File: config.mk
export PLATFORM = sky130hd
export DESIGN_NAME = instr_fetch
export DESIGN_NICKNAME = d
export VERILOG_FILES = /design/src/rtl/instr_fetch.sv
export SDC_FILE = /design/constraint.sdc
export NUM_CORES = 1
export LEC_CHECK = 0
export ABC_AREA = 1
export CAP_MARGIN = 15
export CORE_MARGIN = 2
export CORE_UTILIZATION = 45
export CTS_BUF_LIST = sky130_fd_sc_hd__clkbuf_8 sky130_fd_sc_hd__clkbuf_16
export CTS_CLUSTER_SIZE = 25
export DETAILED_ROUTE_END_ITERATION = 12
export HOLD_SLACK_MARGIN = 0.05
export PLACE_DENSITY_LB_ADDON = 0.05
export SYNTH_ARGS = -nofsm -noshare
export SYNTH_HDL_FRONTEND = slang
export SYNTH_SLANG_ARGS = --single-unit
File: constraint.sdc
create_clock -name clk -period 4.3 [get_ports clk]
set_clock_uncertainty 0.05 [all_clocks]
set_input_delay 1.075 -clock clk [delete_from_list [all_inputs] [get_ports clk]]
set_output_delay 1.075 -clock clk [all_outputs]
set_load 0.05 [all_outputs]
File: src/rtl/instr_fetch.sv
// Instruction-fetch front end: requests sequential words from a negedge-sampling ROM
// and buffers {pc, instr} pairs for decode, with redirect flush and misalignment fault.
module instr_fetch #(
  parameter logic [31:0] RESET_PC = 32'h0000_0000,
  parameter int          DEPTH    = 2
) (
  input  logic        clk,
  input  logic        rst,
  output logic        imem_re,
  output logic [31:2] imem_addr,
  input  logic [31:0] imem_rd,
  input  logic        redirect_valid,
  input  logic [31:0] redirect_pc,
  output logic        out_valid,
  input  logic        out_ready,
  output logic [31:0] out_instr,
  output logic [31:0] out_pc,
  output logic        fetch_fault
);

  localparam int PTR_W = (DEPTH > 1) ? $clog2(DEPTH) : 1;
  localparam int CNT_W = $clog2(DEPTH + 1);
  localparam logic [PTR_W-1:0] LAST_IDX = PTR_W'(DEPTH - 1);
  localparam logic [CNT_W-1:0] FULL_CNT = CNT_W'(DEPTH);

  logic [31:0]      fetch_pc_q, fetch_pc_d;
  logic [CNT_W-1:0] count_q, count_d;
  logic [PTR_W-1:0] rd_ptr_q, rd_ptr_d;
  logic [PTR_W-1:0] wr_ptr_q, wr_ptr_d;
  logic             fault_q, fault_d;
  logic [31:0]      pc_mem_q    [DEPTH];
  logic [31:0]      instr_mem_q [DEPTH];
  logic             issue;
  logic             pop;

  function automatic logic [PTR_W-1:0] next_ptr(input logic [PTR_W-1:0] p);
    return (p == LAST_IDX) ? '0 : p + 1'b1;
  endfunction

  // A full buffer never issues, even when the head drains in the same cycle.
  assign issue       = !rst && !fault_q && !redirect_valid && (count_q < FULL_CNT);
  assign out_valid   = (count_q != '0) && !redirect_valid;
  assign pop         = out_valid && out_ready;
  assign imem_re     = issue;
  assign imem_addr   = fetch_pc_q[31:2];
  assign out_instr   = instr_mem_q[rd_ptr_q];
  assign out_pc      = pc_mem_q[rd_ptr_q];
  assign fetch_fault = fault_q;

  always_comb begin
    // NOTE: every _d starts from its _q so no path through this block can infer a latch.
    fetch_pc_d = fetch_pc_q;
    count_d    = count_q;
    rd_ptr_d   = rd_ptr_q;
    wr_ptr_d   = wr_ptr_q;
    fault_d    = fault_q;
    if (redirect_valid) begin
      fetch_pc_d = {redirect_pc[31:2], 2'b00};
      count_d    = '0;
      rd_ptr_d   = '0;
      wr_ptr_d   = '0;
      fault_d    = |redirect_pc[1:0];
    end else begin
      if (issue) begin
        fetch_pc_d = fetch_pc_q + 32'd4;
        wr_ptr_d   = next_ptr(wr_ptr_q);
      end
      if (pop) rd_ptr_d = next_ptr(rd_ptr_q);
      case ({issue, pop})
        2'b10:   count_d = count_q + 1'b1;
        2'b01:   count_d = count_q - 1'b1;
        default: count_d = count_q;
      endcase
    end
  end

  // NOTE: sequential state uses non-blocking assignments so every flop sees pre-edge values.
  always_ff @(posedge clk or posedge rst) begin
    if (rst) begin
      fetch_pc_q <= RESET_PC;
      count_q    <= '0;
      rd_ptr_q   <= '0;
      wr_ptr_q   <= '0;
      fault_q    <= 1'b0;
    end else begin
      fetch_pc_q <= fetch_pc_d;
      count_q    <= count_d;
      rd_ptr_q   <= rd_ptr_d;
      wr_ptr_q   <= wr_ptr_d;
      fault_q    <= fault_d;
    end
  end

  // NOTE: buffer storage is not reset; count_q alone decides which entries are meaningful.
  always_ff @(posedge clk) begin
    if (issue) begin
      pc_mem_q[wr_ptr_q]    <= fetch_pc_q;
      instr_mem_q[wr_ptr_q] <= imem_rd;
    end
  end

endmodule

# Word-level counts from Yosys, hierarchy flattened
# Memories as Yosys holds them, arrays and structs flattened.
# Cells that the tools add are included.
totals:
  reg_bits: 37
  ramBits: 128
  in_bits: 68
  output_inout_bits: 97
  elab_cells: 40
  memories: 2
op_classes:
  add_sub_neg: 5
  n_lt_le_gt_ge: 1
  n_eq_ne: 2
  mux: 12
  n_reduce_logical: 13
memory_table:
  columns: ["name", "words", "word_bits", "read_ports", "rd_ports_with_merged_regs", "write_ports", "line_no", "source"]
  rows:
  - ["instr_mem_q", 2, 32, 1, 0, 1, "32", "logic [31:0] instr_mem_q [DEPTH];"]
  - ["pc_mem_q", 2, 32, 1, 0, 1, "31", "logic [31:0] pc_mem_q [DEPTH];"]
op_table:
  columns: ["operator", "n"]
  rows:
  - ["$mux W32", 2]
  - ["$add A32 B3 Y32 const B", 1]
  - ["$mux W1", 8]
  - ["$reduce_bool A2 Y1", 3]
  - ["$logic_and A1 B1 Y1", 5]
  - ["$pmux W2 S2", 1]
  - ["$logic_not A1 Y1", 3]
  - ["$reduce_bool A3 Y1", 1]
  - ["$add A1 B1 Y1 const B", 2]
  - ["$add A2 B1 Y2 const B", 1]
  - ["$eq A2 B1 Y1 const B", 1]
  - ["$eq A2 B2 Y1 const B", 1]
  - ["$lt A2 B2 Y1 const B", 1]
  - ["$mux W2", 1]
  - ["$reduce_or A2 Y1", 1]
  - ["$sub A2 B1 Y2 const B", 1]

# Depth between registers and ports, before layout
# Gate-level depths: netlist of run 1.
depth:
  ltp_word: 7
  depth_mapped: 9
  ltp_nobuf: 9

# Worst setup path after synthesis of run 1
# No wires, ideal clock.
synth_path:
  kind: "input to register"
  startpoint: "in rst"
  endpoint: "mem instr_mem_q[0][0] (enable)"
  setup_ns: 0.484
  arrival_time_ns: 4.041
  required_ns: 3.766
  setup_slack_ns: -0.274
  cell_stages: 3
  path_buffers: 0
  path_cell_list: "nor2_1 -> nand3_4 -> nor2_1"
synth_between:
  elab_chain_cells: 6
synth_rtl:
  columns: ["item", "line_no", "source"]
  rows:
  - ["start, declared", "8", "input logic rst,"]
  - ["$logic_not A1 Y1 (no source line)", null, null]
  - ["$logic_and A1 B1 Y1 (3 in series)", "41", "assign issue = !rst && !fault_q && !redirect_valid && (count_q < FULL_CNT);"]
  - ["$mux W1", "96", "if (issue) begin"]
  - ["$mux W1 (not written as such)", "98", "instr_mem_q[wr_ptr_q] <= imem_rd;"]
  - ["end, declared", "32", null]
# No other way between the ends.

# Worst setup path after layout of run 1
layout_path:
  startpoint: "reg rd_ptr_q"
  endpoint: "out out_pc[13]"
layout_between:
  elab_chain_cells: 1
layout_rtl:
  columns: ["item", "line_no", "source"]
  rows:
  - ["start, declared", "28", "logic [PTR_W-1:0] rd_ptr_q, rd_ptr_d;"]
  - ["start signal, assigned", "88", "rd_ptr_q <= rd_ptr_d;"]
  - ["$mem_v2 Z2 W32", null, null]
  - ["end, declared", "17", "output logic [31:0] out_pc,"]
# No other way between the ends.

==> flow_summary_export.csv, run 1 <==
group,metric,value,unit
sta,fin_crit,3.75,ns
logic_synthesis,synth_cells,578,
logic_synthesis,synth-seq-cells,159,
critical_path,worstSetupPathType,"flip-flop to primary output",
logic_synthesis,synth_commonest_cells,"nand2_1, edfxtp_1, mux2_2, nand3_1, inv_1",
critical_path,worstRegToRegCells,4,
clock_tree,clock-root-buffer,"clkbuf_16",
critical_path,cp.required,3.17,ns
sta,fin_crit_sh,0.871,
floorplan,die_y,128,um
power,p_leak,3.50,nW
run_status,status,"finished clean",
layout,final_layout_size_suffix_gt1_frac,0.162,
clock_tree,hold_buffers,0,
sta,drv_slew,0,
sta,max_freq,267,MHz
sta,max_slew_margin,0.544,
critical_path,reg2reg_to,"instr_mem_q[0][18]",
floorplan,start_util,0.460,
global_routing,grt_pass1_vias,4881,
critical_path,arrival,2.62,ns
min_path,hold_start,"count_q[0]",
global_routing,antenna_found_initial,0,
layout,nets,821,
power,peakVddDrop,287,uV
critical_path,crit_chain,"buf_12 -> mux2_2 -> clkdlybuf4s50_1",
critical_path,path_depth,3,
sta,rsz0062_at_grt,"false",
clock_tree,clockBufferDepth,2,
critical_path,crit_end,"out_pc[13]",
clock_tree,clk_pin_slew_worst_paths,0.06,ns
routing,wl_per_cell,16.3,um
critical_path,critPathTopFamily,"buffers and inverters",
routing,avgViaCountPerCell,5.07,
critical_path,cpPeakStageDelay,0.76,ns
floorplan,die-area,16500,um^2
routing,ant_nets,0,
critical_path,start_kind,"flip-flop",
logic_synthesis,synthDistinctLibCells,31,
sta,worst_pin_slew,0.685,ns
clock_tree,cts_sinks,159,
critical_path,crit_fanout,39,
layout,final_area,9460,um^2
clock_tree,cts_tree,"done",
routing,wirelength,15500,um
logic_synthesis,syn_area_per_cell,12.1,um^2
sta,final.setup.tns,0,ns
layout,n_antenna_cell,0,
min_path,hp-class,"flip-flop to flip-flop",
logic_synthesis,yosys_warnings,0,
global_routing,grt_pass1_wl,24700,um
clock_tree,numCtsBuffers,17,
clock_tree,post_cts_resized,0,
clock_tree,clk_latency,0.42,ns
logic_synthesis,yosysSeqAreaShare,0.660,
logic_synthesis,synth_top_area_share,0.534,
floorplan,core.rowCount,45,
logic_synthesis,synth_top_cells_by_area,"edfxtp_1, dfrtp_1, mux2_2",
global_routing,grt_overflow,0,
critical_path,crit_start,"rd_ptr_q",
global_routing,grtUsageTotal,0.197,
floorplan,die_w,128,um
routing,first_iter_violations,325,
critical_path,rrSetupSlack,2.32,ns
routing,dr.pass1.iters,7,
logic_synthesis,yosysTopAreaCell,"edfxtp_1",
placed_design,gp_congestion,0.844,
sta,finalHoldViolCount,0,
placed_design,port_buffers,162,
placed_design,dp_hpwl,10600,um
logic_synthesis,synth.most_common_cell,"nand2_1",
layout,finish.utilization,0.625,
routing,drc,0,
logic_synthesis,synth-edff-count,124,
placed_design,placed_area,8850,um^2
critical_path,path_buf_inv,2,
clock_tree,post_cts_buffers,0,
logic_synthesis,synth-main-ff-cell,"edfxtp_1",
logic_synthesis,synth.cell_area,6970,um^2
power,p_per_area,529,nW/um^2
power,power,5.00,mW
placed_design,dp_cells,921,
critical_path,r2r-start,"fetch_fault",
logic_synthesis,async_flop_share,0.220,
floorplan,coreArea,15100,um^2
sta,finalSetupViolations,0,
critical_path,cpMaxStageDelayCell,"dfrtp_2",
clock_tree,h-tree-depth,4,
layout,synthToLayoutAreaGrowth,35.8,%
floorplan,ios,165,
critical_path,cp-end-kind,"primary output",
global_routing,grt_max_degree,47,
layout,final_cells,952,
routing,vias,4828,
run,maxCapViolCount,0,
==> worst min-delay path by stage <==
stage	endpoint	slack, ns	cells after the start
detailed placement	count_q[0]	0.47	2
CTS	count_q[0]	0.49	2
global placement	count_q[0]	0.46	2
finish	count_q[0]	0.50	2
floorplan	count_q[0]	0.44	2
global route	count_q[0]	0.52	2
==> stage by stage <==
| step | worst slack (ns) | hold slack [ns] |
|---|---|---|
| 2_1_floorplan | 0.718 | 0.440 |
| 3_3_place_gp | 0.978 | 0.461 |
| 3_5_place_dp | 0.992 | 0.473 |
| 4_1_cts | 0.520 | 0.490 |
| 5_1_grt | 0.435 | 0.523 |
| 6_report | 0.554 | 0.500 |
==> power breakdown <==
group	internal [mW]	leakage, nW	switching [mW]
Sequential	1.79	1.55	0.140
Clock	0.966	0.287	0.600
Combinational	0.569	1.67	0.942
==> worst reg2reg max path, stage by stage, from the launching register on <==
cell and delay [ns]:
dfrtp_1 0.40, nor2_1 0.17, nand3_4 0.20, nor2_4 0.48, buf_4 0.36
==> final cells by class <==
cell class	count	area, um^2
inverters	44	175
well taps	188	235
fillers	1201	5690
flip-flops and latches	159	4600
repair buffers	171	1730
clock inverters	14	189
multi-input cells	359	2100
clock buffers	17	425
==> sequential cells by signal, indices dropped and copies added, names as in the netlist <==
signal	count
count_q	2
fetch_fault	1
fetch_pc_q	30
instr_mem_q	64
pc_mem_q	60
rd_ptr_q	1
wr_ptr_q	1
==> cell usage in the layout, fill, tap and decap left out <==
cell               n
ha_1               1
edfxtp_1         124
inv_1             42
o211ai_1           1
clkinv_1           2
and3_1             1
nor2_4             7
o221ai_1           1
bufinv_16          4
nor2_1            35
and2_1             3
dfrtp_2            1
buf_4              7
clkinv_2           1
a21oi_1            2
inv_6              2
xor2_1             5
clkdlybuf4s50_1  160
a22oi_1            1
inv_8              1
nand3_4            1
nand2_2            4
nor2_2             5
o21ai_0           19
inv_4              1
clkbuf_16         17
nand2_4            1
o22ai_1            1
clkinv_4           1
nand3_1           47
or2_2              1
conb_1             2
dfrtp_1           34
o21bai_1          12
mux2_2            62
clkinvlp_4         4
buf_12             4
nand2_1          147
==> kinds of logic (layout without fill, tap and decap cells) <==
group / Yosys count / count (layout) / share of synthesized area
xor+xnor: 5 / 5 / 0.00628
flops: 159 / 159 / 0.660
compound gates: 37 / 37 / 0.0323
simple gates: 252 / 252 / 0.158
fa+ha+maj: 1 / 1 / 0.00180
mux: 62 / 62 / 0.100
other cells: 1 / 2 / 0.000538
buf+inv: 61 / 246 / 0.0411
==> per-layer routing <==
metal,up-vias,share of wire,track usage
li1,2330,-,-
met1,2309,0.44,0.262
met2,160,0.48,0.317
met3,29,0.060,0.0420
met4,0,0.022,0.0776
met5,-,0,0
Power figures use the tool's default switching activity.
==> run 2: changes to the inputs <==
==> constraint.sdc (replaced) <==
create_clock -name clk -period 4.3 [get_ports clk]
set_clock_uncertainty 0.05 [all_clocks]
set_input_delay 1.075 -clock clk [delete_from_list [all_inputs] [get_ports clk]]
set_output_delay 1.075 -clock clk [all_outputs]
set_load 0.02 [all_outputs]
==> flow_summary_export.csv, run 2 (synthesized netlist as in run 1, its figures left out) <==
group,metric,value,unit
critical_path,cpPeakStageDelay,0.61,ns
floorplan,core.rowCount,45,
layout,final_common_cell,"clkdlybuf4s50_1",
floorplan,die-area,16500,um^2
floorplan,die_y,128,um
global_routing,grt_pass1_vias,4944,
power,peakVddDrop,289,uV
placed_design,dp_cells,920,
floorplan,start_util,0.460,
sta,finalHoldViolCount,0,
run_status,status,"finished clean",
layout,synthToLayoutAreaGrowth,34.5,%
power,p_per_area,476,nW/um^2
placed_design,dp_hpwl,10400,um
global_routing,grt_pass1_wl,24400,um
sta,final.setup.tns,0,ns
sta,worst_pin_slew,0.751,ns
clock_tree,clockBufferDepth,2,
sta,setup_slack,0.587,ns
routing,drc,0,
clock_tree,cts_sinks,159,
critical_path,crit_chain,"clkdlybuf4s50_1 -> inv_8 -> nand2_1 -> nor2_4 -> clkdlybuf4s50_1",
layout,n_antenna_cell,0,
routing,ant_nets,0,
critical_path,worstSetupPathType,"primary input to primary output",
layout,final_cells,952,
routing,first_iter_violations,227,
layout,regMostFlops,"instr_mem_q",
routing,vias,4843,
sta,drv_slew,0,
sta,fin_crit_sh,0.863,
power,p_leak,3.48,nW
clock_tree,clk_pin_slew_worst_paths,0.06,ns
placed_design,gp_congestion,0.839,
placed_design,port_buffers,162,
run,maxCapViolCount,0,
global_routing,grt_max_degree,48,
routing,avgViaCountPerCell,5.09,
clock_tree,post_cts_buffers,0,
floorplan,coreArea,15100,um^2
layout,reg_top3,"instr_mem_q x64, pc_mem_q x60, fetch_pc_q x30",
critical_path,start_kind,"primary input",
global_routing,grtUsageTotal,0.194,
clock_tree,cts_tree,"done",
min_path,hp-class,"flip-flop to flip-flop",
clock_tree,hold_buffers,0,
routing,wirelength,15600,um
clock_tree,clock-root-buffer,"clkbuf_16",
global_routing,antenna_found_initial,0,
layout,nets,820,
sta,fin_crit,3.71,ns
clock_tree,clk_latency,0.42,ns
layout,nFillCells,1204,
floorplan,ios,165,
global_routing,grt_overflow,0,
critical_path,crit_path_frequent_cell,"clkdlybuf4s50_1",
layout,largest_register_ffs,64,
sta,rsz0062_at_grt,"false",
clock_tree,h-tree-depth,4,
critical_path,cpMaxStageDelayCell,"clkdlybuf4s50_1",
critical_path,cp.required,3.17,ns
layout,final_cell_mix,"clkdlybuf4s50_1, nand2_1, edfxtp_1",
floorplan,die_w,128,um
sta,max_slew_margin,0.499,
routing,wl_per_cell,16.4,um
critical_path,cp-end-kind,"primary output",
layout,final_layout_size_suffix_gt1_frac,0.154,
clock_tree,numCtsBuffers,17,
clock_tree,post_cts_resized,0,
critical_path,arrival,2.59,ns
sta,finalSetupViolations,0,
placed_design,preCtsSetupSlack,0.569,ns
critical_path,crit_fanout,7,
sta,max_freq,269,MHz
routing,dr.pass1.iters,5,
[run 2: cell types whose count changed in the layout (fill, tap and decap cells not counted)]
cell             delta
buf_12              -2
clkinv_2            +2
inv_1               +3
bufinv_16           -2
clkdlybuf4s50_1     +2
buf_4               -1
clkinv_1            +1
inv_6               -1
clkinvlp_4          -2
[run 2: path summary, 6_finish.rpt]
kind / from / endpoint / slack (ns) / depth (start not counted)
max: redirect_valid / imem_re / 0.59 / 5
min: fetch_pc_q[31] / pc_mem_q[1][31] / 0.50 / 0
max reg2reg: fetch_fault / instr_mem_q[1][17] / 2.24 / 4
min reg2reg: fetch_pc_q[31] / pc_mem_q[1][31] / 0.50 / 0
max in group asynchronous: rst / rd_ptr_q / 2.76 / 3
min in group asynchronous: rst / fetch_fault / 1.08 / 3
[run 2: layout make-up]
type | instances | area (um^2) | area share
multi-input cells | 359 | 2100 | 0.224
well taps | 188 | 235 | 0.0251
clock inverters | 15 | 130 | 0.0139
inverters | 44 | 175 | 0.0187
flip-flops and latches | 159 | 4600 | 0.491
clock buffers | 17 | 425 | 0.0454
repair buffers | 170 | 1710 | 0.182
[run 2: routing by layer]
metal  track usage  share of wire  up-vias
met4        0.0860          0.018        0
met2         0.317           0.48      147
met3        0.0437          0.054       18
li1              -              -     2326
met5             0              0        -
met1         0.250           0.45     2352
[run 2: critical path: cells and delay by family]
family | cells | cell delay [ns]
buf+inv | 3 | 1.29
simple gates | 2 | 0.22
[run 2: power breakdown]
group | internal, mW | switching (mW)
Clock | 0.840 | 0.583
Sequential | 1.79 | 0.145
Combinational | 0.564 | 0.548
[run 2: stage by stage]
stage	instance area [um^2]	util	hold slack (ns)	power, mW
after floorplan	6980	-	0.440	2.56
after global placement	8820	0.582	0.464	3.06
after detailed placement	8820	0.582	0.480	3.08
after CTS	9370	0.619	0.496	4.51
after global routing	9370	0.619	0.526	4.66
final	9370	0.619	0.497	4.47
==> run 3: changes to the inputs <==
--- a/config.mk
+++ b/config.mk
@@ -8,12 +8,14 @@
 export ABC_AREA = 1
 export CAP_MARGIN = 15
 export CORE_MARGIN = 2
-export CORE_UTILIZATION = 45
+export CORE_UTILIZATION = 50
 export CTS_BUF_LIST = sky130_fd_sc_hd__clkbuf_8 sky130_fd_sc_hd__clkbuf_16
 export CTS_CLUSTER_SIZE = 25
 export DETAILED_ROUTE_END_ITERATION = 12
 export HOLD_SLACK_MARGIN = 0.05
+export MAX_ROUTING_LAYER = met4
 export PLACE_DENSITY_LB_ADDON = 0.05
+export RECOVER_POWER = 100
 export SYNTH_ARGS = -nofsm -noshare
 export SYNTH_HDL_FRONTEND = slang
 export SYNTH_SLANG_ARGS = --single-unit
==> flow_summary_export.csv, run 3 (synthesized netlist as in run 1, its figures left out) <==
group,metric,value,unit
run_status,status,"finished with violations",
run_status,violations,"max-capacitance violations, max-slew violations",
critical_path,crit_fanout,41,
routing,ant_nets,0,
routing,wirelength,15300,um
power,power,4.51,mW
layout,synthToLayoutAreaGrowth,34.5,%
floorplan,coreArea,13700,um^2
sta,drv_slew,36,
layout,nets,821,
routing,drc,0,
routing,wl_per_cell,16.2,um
critical_path,cp.required,3.17,ns
clock_tree,clock-root-buffer,"clkbuf_16",
global_routing,grt_pass1_wl,24100,um
clock_tree,post_cts_buffers,0,
clock_tree,hold_buffers,0,
critical_path,cpPeakStageDelay,1.06,ns
sta,setup_slack,0.399,ns
floorplan,start_util,0.508,
layout,finish.utilization,0.683,
run,maxCapViolCount,1,
routing,vias,4856,
layout,n_antenna_cell,0,
clock_tree,post_cts_resized,0,
power,p_per_area,481,nW/um^2
critical_path,arrival,2.78,ns
layout,reg_top3,"instr_mem_q x64, pc_mem_q x60, fetch_pc_q x30",
power,power_frac_seq,0.425,
power,p_leak,3.53,nW
placed_design,port_buffers,162,
sta,finalHoldViolCount,0,
layout,final_cell_mix,"nand2_1, edfxtp_1, dlygate4sd3_1",
floorplan,ios,165,
critical_path,worstSetupPathType,"flip-flop to primary output",
layout,final_common_cell,"nand2_1",
floorplan,die_y,122,um
min_path,hp-class,"flip-flop to flip-flop",
global_routing,antenna_found_initial,0,
clock_tree,clk_pin_slew_worst_paths,0.06,ns
clock_tree,numCtsBuffers,17,
critical_path,start_kind,"flip-flop",
layout,largest_register_ffs,64,
power,comb_power_share,0.238,
floorplan,die-area,14900,um^2
sta,max_slew_margin,-0.329,
sta,max_freq,256,MHz
critical_path,cpMaxStageDelayCell,"dfrtp_1",
placed_design,dp_hpwl,10400,um
routing,first_iter_violations,397,
layout,regMostFlops,"instr_mem_q",
clock_tree,clockBufferDepth,2,
routing,dr.pass1.iters,4,
critical_path,cp-end-kind,"primary output",
clock_tree,cts_sinks,159,
sta,rsz0062_at_grt,"false",
global_routing,grt_max_degree,42,
clock_tree,h-tree-depth,4,
placed_design,gp_congestion,0.920,
power,net-switching-power,1.29,mW
sta,fin_crit,3.90,ns
global_routing,grt_pass1_vias,4844,
placed_design,preCtsSetupSlack,0.556,ns
clock_tree,cts_tree,"done",
sta,final.setup.tns,0,ns
layout,nFillCells,1060,
power,p_clk_frac,0.337,
sta,worst_pin_slew,1.99,ns
sta,finalSetupViolations,0,
global_routing,grt_overflow,0,
routing,avgViaCountPerCell,5.14,
power,peakVddDrop,241,uV
global_routing,grtUsageTotal,0.220,
clock_tree,clk_latency,0.42,ns
layout,final_layout_size_suffix_gt1_frac,0.150,
floorplan,core.rowCount,43,
power,p_sw_frac,0.286,
power,p_int,3.22,mW
critical_path,crit_chain,"buf_12 -> mux2_2 -> clkdlybuf4s50_1",
floorplan,die_w,122,um
sta,fin_crit_sh,0.907,
run 3: cell types whose count changed in the layout (fill, tap and decap cells not counted), sizes merged, moves of 2 or more:
cell / before / now
clkinv: 7 / 2
clkinvlp: 2 / 4
dlygate4sd3: 0 / 89
buf: 8 / 5
inv: 48 / 50
clkbuf: 17 / 21
clkdlybuf4s50: 162 / 73
run 3: per-stage QoR:
stage | instance area [um^2] | hold slack, ns | cells
finish | 9370 | 0.480 | 945
global route | 9370 | 0.518 | 945
CTS | 9450 | 0.489 | 945
detailed placement | 8850 | 0.476 | 913
global placement | 8850 | 0.464 | 913
floorplan | 6980 | 0.440 | 579
run 3: critical path, delay by kind of cell, from the launching register on:
| family | cells | cell delay (ns) |
|---|---|---|
| buf+inv | 2 | 0.90 |
| flops | 1 | 1.06 |
| mux | 1 | 0.37 |
run 3: worst paths after layout:
| path | from | endpoint | slack [ns] | cells past startpoint |
|---|---|---|---|---|
| setup / recovery | rd_ptr_q | out_pc[23] | 0.40 | 3 |
| hold / removal | fetch_pc_q[31] | pc_mem_q[0][31] | 0.48 | 0 |
| setup reg to reg | count_q[1] | instr_mem_q[0][25] | 1.43 | 4 |
| hold reg to reg | fetch_pc_q[31] | pc_mem_q[0][31] | 0.48 | 0 |
| max in group asynchronous | rst | fetch_pc_q[31] | 1.22 | 3 |
| min in group asynchronous | rst | fetch_pc_q[21] | 1.83 | 3 |
run 3: power groups by stage:
| stage | Clock, mW | Combinational [mW] | Sequential (mW) |
|---|---|---|---|
| 2_1_floorplan | 0 | 0.613 | 1.94 |
| 3_3_place_gp | 0 | 1.12 | 1.95 |
| 6_report | 1.52 | 1.07 | 1.92 |
| 5_1_grt | 1.60 | 1.15 | 1.94 |
| 4_1_cts | 1.54 | 1.14 | 1.92 |
| 3_5_place_dp | 0 | 1.13 | 1.95 |
run 3: final cells by class:
type | count | area [um^2] | share of cell area
multi-input cells | 359 | 2060 | 0.220
repair buffers | 171 | 1710 | 0.183
clock inverters | 15 | 171 | 0.0183
well taps | 180 | 225 | 0.0240
inverters | 44 | 175 | 0.0187
clock buffers | 17 | 425 | 0.0454
flip-flops and latches | 159 | 4600 | 0.491
run 3: per-layer routing:
metal | vias to the layer above | wire [um] | global-route usage
met5 | - | 0 | -
met4 | 0 | 280 | 0.0826
met3 | 22 | 868 | 0.0459
met2 | 154 | 7440 | 0.349
met1 | 2349 | 6700 | 0.279
li1 | 2331 | - | -
